--- config.mk ---
export PLATFORM = sky130hd
export DESIGN_NAME = ia_frame_ctrl
export DESIGN_NICKNAME = d
export VERILOG_FILES = /design/src/rtl/ia_frame_ctrl.sv
export SDC_FILE = /design/constraint.sdc
export NUM_CORES = 1
export LEC_CHECK = 0
export ABC_AREA = 1
export CAP_MARGIN = 20
export CORE_ASPECT_RATIO = 1.1
export CORE_MARGIN = 1.5
export CORE_UTILIZATION = 55
export CTS_CLUSTER_DIAMETER = 30
export DETAILED_ROUTE_END_ITERATION = 8
export GPL_TIMING_DRIVEN = 0
export HOLD_SLACK_MARGIN = 0.08
export PLACE_DENSITY = 0.8
export SLEW_MARGIN = 30
export SYNTH_ARGS = -nofsm -noshare
export SYNTH_HDL_FRONTEND = slang
export SYNTH_SLANG_ARGS = --single-unit
--- constraint.sdc ---
create_clock -name clk -period 3.3 [get_ports clk]
set_clock_uncertainty 0.1 [all_clocks]
set_input_delay 0.33 -clock clk [delete_from_list [all_inputs] [get_ports clk]]
set_output_delay 0.33 -clock clk [all_outputs]
set_load 0.1 [all_outputs]
--- src/rtl/ia_frame_ctrl.sv ---
// Frames a UART byte stream into indexed register writes; IA_FRAME_CHECKSUM_EN adds a trailing mod-256 checksum byte.
// Latency: rx_done_tick -> update_reg is 1 cycle; pc_ready follows the final write (or the checksum byte) by 1 cycle.
// Backpressure: none, because the UART cannot be stalled. Every tick is consumed, and a stalled frame aborts on timeout.
module ia_frame_ctrl #(
    parameter int         NUM_BYTES      = 54,
    parameter logic [7:0] SYNC_BYTE      = 8'hA5,
    parameter int         TIMEOUT_CYCLES = 65535,
    parameter int         IDX_W          = 6
) (
    input  logic             clk,
    input  logic             reset,
    input  logic [7:0]       rx_data,
    input  logic             rx_done_tick,
    output logic [IDX_W-1:0] idx,
    output logic [7:0]       wr_data,
    output logic             update_reg,
    output logic             pc_ready,
    output logic             busy,
    output logic             frame_err
);

    localparam int               TMR_W    = (TIMEOUT_CYCLES > 2) ? $clog2(TIMEOUT_CYCLES) : 1;
    localparam logic [TMR_W-1:0] TMR_LAST = TMR_W'(TIMEOUT_CYCLES - 1);
    localparam logic [IDX_W-1:0] LAST_IDX = IDX_W'(NUM_BYTES - 1);

    typedef enum logic [1:0] {
        S_IDLE,
        S_RECV,
        S_DONE
`ifdef IA_FRAME_CHECKSUM_EN
        , S_CHK
`endif
    } state_t;

    state_t           state_q, state_d;
    logic [IDX_W-1:0] byte_cnt_q, byte_cnt_d;
    logic [TMR_W-1:0] timer_q, timer_d;
    logic [IDX_W-1:0] idx_q, idx_d;
    logic [7:0]       wr_data_q, wr_data_d;
    logic             update_reg_q, update_reg_d;
    logic             pc_ready_q, pc_ready_d;
    logic             busy_q, busy_d;
    logic             frame_err_q, frame_err_d;
`ifdef IA_FRAME_CHECKSUM_EN
    logic [7:0]       sum_q, sum_d;
`endif

    always_comb begin
        state_d      = state_q;
        byte_cnt_d   = byte_cnt_q;
        timer_d      = timer_q;
        idx_d        = '1;
        wr_data_d    = wr_data_q;
        update_reg_d = 1'b0;
        pc_ready_d   = 1'b0;
        frame_err_d  = 1'b0;
`ifdef IA_FRAME_CHECKSUM_EN
        sum_d        = sum_q;
`endif
        case (state_q)
            // DONE behaves like IDLE for the incoming byte so back-to-back frames lose nothing
            S_IDLE, S_DONE: begin
                pc_ready_d = (state_q == S_DONE);
                state_d    = S_IDLE;
                if (rx_done_tick && rx_data == SYNC_BYTE) begin
                    state_d    = S_RECV;
                    byte_cnt_d = '0;
                    timer_d    = '0;
`ifdef IA_FRAME_CHECKSUM_EN
                    sum_d      = 8'h00;
`endif
                end
            end
            S_RECV: begin
                if (rx_done_tick) begin
                    update_reg_d = 1'b1;
                    idx_d        = byte_cnt_q;
                    wr_data_d    = rx_data;
                    byte_cnt_d   = byte_cnt_q + 1'b1;
                    timer_d      = '0;
`ifdef IA_FRAME_CHECKSUM_EN
                    sum_d        = sum_q + rx_data;
                    if (byte_cnt_q == LAST_IDX) state_d = S_CHK;
`else
                    if (byte_cnt_q == LAST_IDX) state_d = S_DONE;
`endif
                end else if (timer_q == TMR_LAST) begin
                    frame_err_d = 1'b1;
                    state_d     = S_IDLE;
                    byte_cnt_d  = '0;
                end else if (timer_q != '1) begin
                    timer_d = timer_q + 1'b1;
                end
            end
`ifdef IA_FRAME_CHECKSUM_EN
            S_CHK: begin
                if (rx_done_tick) begin
                    pc_ready_d  = (rx_data == sum_q);
                    frame_err_d = (rx_data != sum_q);
                    state_d     = S_IDLE;
                    byte_cnt_d  = '0;
                end else if (timer_q == TMR_LAST) begin
                    frame_err_d = 1'b1;
                    state_d     = S_IDLE;
                    byte_cnt_d  = '0;
                end else if (timer_q != '1) begin
                    timer_d = timer_q + 1'b1;
                end
            end
`endif
            default: state_d = S_IDLE;
        endcase
        busy_d = (state_d != S_IDLE);
    end

    always_ff @(posedge clk) begin
        if (reset) begin
            state_q      <= S_IDLE;
            byte_cnt_q   <= '0;
            timer_q      <= '0;
            idx_q        <= '1;
            wr_data_q    <= 8'h00;
            update_reg_q <= 1'b0;
            pc_ready_q   <= 1'b0;
            busy_q       <= 1'b0;
            frame_err_q  <= 1'b0;
`ifdef IA_FRAME_CHECKSUM_EN
            sum_q        <= 8'h00;
`endif
        end else begin
            state_q      <= state_d;
            byte_cnt_q   <= byte_cnt_d;
            timer_q      <= timer_d;
            idx_q        <= idx_d;
            wr_data_q    <= wr_data_d;
            update_reg_q <= update_reg_d;
            pc_ready_q   <= pc_ready_d;
            busy_q       <= busy_d;
            frame_err_q  <= frame_err_d;
`ifdef IA_FRAME_CHECKSUM_EN
            sum_q        <= sum_d;
`endif
        end
    end

    assign idx        = idx_q;
    assign wr_data    = wr_data_q;
    assign update_reg = update_reg_q;
    assign pc_ready   = pc_ready_q;
    assign busy       = busy_q;
    assign frame_err  = frame_err_q;

endmodule

==> Implementation_results.wiki <==
{| class="wikitable"
! Metric !! Value
|-
| Result of the run || finished, final reports clean
|-
| Area enclosed by the die boundary || 0.00413 mm²
|-
| Syn-to-layout area delta || 21.3%
|-
| Sequential-to-total area share from yosys stat || 0.408
|-
| Top cell type by total area after synthesis || dfxtp_1
|-
| Area of the core || 0.00363 mm²
|-
| Global-route track usage on met2 || 0.423
|-
| CP Launch Type || flip-flop
|-
| Share of the synthesized area in compound gates (AO/OA/AOI/OAI) || 0.104
|-
| Maximum number of pins on one net before global-route repair || 13
|-
| Clock edge transition at the registers on the reported setup and hold paths || 70 ps
|-
| Combinational family with the most area after synthesis || simple AND/OR/NAND/NOR gates
|-
| Buffer type at the clock tree root || clkbuf_8
|-
| RSZ-0062 raised after global routing || no
|-
| Synthesized-area fraction occupied by xor and xnor cells || 0
|-
| Routed via count || 1956
|-
| Drc violations || 0
|-
| Final critical path time including I/O delays and setup || 2210 ps
|-
| DP Wirelength || 3.32 mm
|-
| Met1 usage in global routing || 0.306
|-
| Total of hold buffers inserted after clock tree synthesis || 0
|-
| Total buffers and inverters traversed by the critical path || 1
|-
| Predominant post-synthesis flop cell || dfxtp_1
|-
| Launch instance of the worst min-delay path || rx_done_tick
|-
| Number of clock buffers inserted by TritonCTS || 5
|-
| Critical path's top delay family || buffers and inverters
|-
| Max Cap Violations || 0
|-
| Leading cell type in the layout, fill and taps excluded || nand2_1
|-
| Critical-path cell list || clkdlybuf4s50_1
|-
| CP max-delay cell || clkdlybuf4s50_1
|-
| Startpoint of the lowest-slack register-to-register path || timer_q[1]
|-
| Total Nets Final || 348
|-
| Post-Syn Area per Cell || 6.90 µm²
|-
| Cell Pwr Density || 374 mW/mm²
|-
| Biggest register || timer_q
|-
| Routed WL per cell || 11.6 µm
|-
| First-pass GRT wire length || 7.86 mm
|-
| Wire length reported by the detailed router || 4.46 mm
|-
| Number of hold-slack violations in the final timing report || 0
|-
| Power, Total || 936 µW
|-
| Post-Synth Adder-Cell Area || 0.0243
|-
| I/O pin count || 29
|-
| Crit path capture type || output port
|-
| Vias in the first global route || 1897
|-
| CTS Buffer Depth || 2
|-
| Required time of the critical path || 2870 ps
|-
| Source of the critical timing path || wr_data[1]
|-
| Post-synth EDFFs || 0
|-
| Synth top area share || 0.408
|-
| Top library cells by usage in the layout, fill and taps aside || 72 x nand2_1, 47 x nor2_1, 42 x dfxtp_1, 39 x inv_1, 27 x clkdlybuf4s50_1
|-
| CTS tree || yes
|-
| Total overflow reported by the global router || 0
|-
| Number of antenna violations at the first check in global routing || 0
|-
| Gr busiest metal || met2
|-
| Number of setup violations in the final report || 0
|-
| Hold Crit Class || in2reg
|-
| Row count || 23
|-
| Critical setup path kind || reg2out
|-
| Ys async rst share || 0
|-
| GR Util All Layers || 0.255
|-
| Largest stage delay, worst path || 1140 ps
|-
| Via-per-instance ratio || 5.09
|-
| TritonCTS sink count || 42
|-
| Actual transition at the worst max-transition pin || 993 ps
|-
| Main area contributors after synthesis || dfxtp_1 41%, nand2_1 13%, nor2_1 8.6%
|-
| Initial standard-cell utilization of the core || 0.569
|-
| Library cells used by synthesis || 26
|-
| Post-synthesis mux area share || 0
|-
| Clock latency on the worst-skew pair || 300 ps
|-
| Count of state elements after synthesis || 42
|-
| Worst IR Drop VDD || 282 µV
|-
| Die outline height || 67.2 µm
|-
| Highest clock frequency the design can meet || 453 MHz
|-
| Final Cycle Share || 0.668
|-
| Post-Syn Nets || 314
|-
| DRT iter0 DRCs || 107
|-
| Count of mapped cells out of synthesis || 299
|-
| Die Width || 61.4 µm
|-
| Max FFs per register || 16
|-
| Max-slew headroom at the worst pin || 0.336
|-
| Input/output buffers || 27
|-
| H-tree depth || 2
|-
| Post-synthesis instance area || 0.00206 mm²
|-
| Total number of yosys warnings || 0
|-
| Core utilization of the finished layout || 0.690
|-
| Lkg Pwr || 0.000993 µW
|-
| CP arrival || 1780 ps
|-
| Global routing met3 resource utilization || 0.0670
|-
| Post-cts sizing count || 0
|-
| DRT antenna net count || 0
|-
| Setup tns final || 0 ps
|-
| Diode count || 0
|-
| Simple-gate share of the synthesized area || 0.366
|-
| Placer congestion estimate || 0.880
|-
| Number of search-and-repair iterations in the first detailed-routing pass || 4
|-
| Setup Buffers After CTS || 0
|-
| Ratio of cells with drive above 1 in the final layout || 0.0988
|-
| Crit path max fanout || 2
|-
| Number of pins exceeding their max-slew limit in the final report || 0
|-
| Smallest hold slack || 236 ps
|}
worst register-to-register path, stage by stage (launching register included):
cell and delay [ps]:
dfxtp_1 390, ha_1 210, nand3_1 140, inv_2 100, nand2_2 80, nand2_2 90
nand2_4 80, nand2_4 80, buf_6 140, nor2_1 60, nand2_1 60, nand2_1 50
nor2_1 90
path summary, 6_finish.rpt:
kind	slack, ps	cells past startpoint	endpoint
worst max-delay path	1090	1	wr_data[1]
worst min-delay path	240	3	state_q[1]
worst max register to register	1560	12	timer_q[9]
worst min register to register	370	2	wr_data[7]
where the power goes:
group	switching (µW)	internal [µW]	leakage (µW)
Sequential	0.186	507	0.000338
Clock	167	226	0.0000524
Combinational	20.7	15.1	0.000602
routing by layer:
| layer | wire, µm | up-vias |
|---|---|---|
| met5 | 0 | - |
| met4 | 82 | 0 |
| met3 | 209 | 8 |
| met2 | 2140 | 43 |
| met1 | 2030 | 899 |
| li1 | - | 1006 |
through the flow:
| step | worst slack, ps | area, µm² | std cells |
|---|---|---|---|
| 2_1_floorplan | 1780 | 2060 | 299 |
| 3_3_place_gp | 1370 | 2400 | 376 |
| 3_5_place_dp | 1330 | 2400 | 376 |
| 4_1_cts | 1090 | 2500 | 384 |
| 5_1_grt | 1060 | 2500 | 384 |
| 6_report | 1090 | 2500 | 384 |
Yosys cell counts, types with 2 or more instances:
cell,n
nor2_4,4
buf_6,2
o31ai_1,3
inv_2,5
nor2_2,4
nand4_1,8
nand2_1,72
nand2_2,5
nor3_1,3
o21ai_1,6
ha_1,4
nand2_4,3
a21oi_1,10
inv_1,39
o21bai_1,5
o21ai_0,13
nor2_1,47
nand3_1,17
dfxtp_1,42
logic make-up (layout without fill, tap and decap cells):
logic type               Yosys count  count (layout)
flip-flops                        42              42
AND/OR/NAND/NOR                  166             166
adder cells (fa/ha/maj)            4               4
AO/OA/AOI/OAI                     38              38
buffers and inverters             49              84
area by class of cell:
| class | instances | area, µm² |
|---|---|---|
| clock buffers | 7 | 76.3 |
| multi-input cells | 208 | 1020 |
| plain buffers | 5 | 37.5 |
| flip-flops and latches | 42 | 841 |
| repair buffers | 27 | 270 |
| inverters | 44 | 165 |
| clock inverters | 1 | 30.0 |
| well taps | 50 | 62.6 |
| fillers | 319 | 1120 |
No activity file was read; power rests on OpenSTA's default activity.
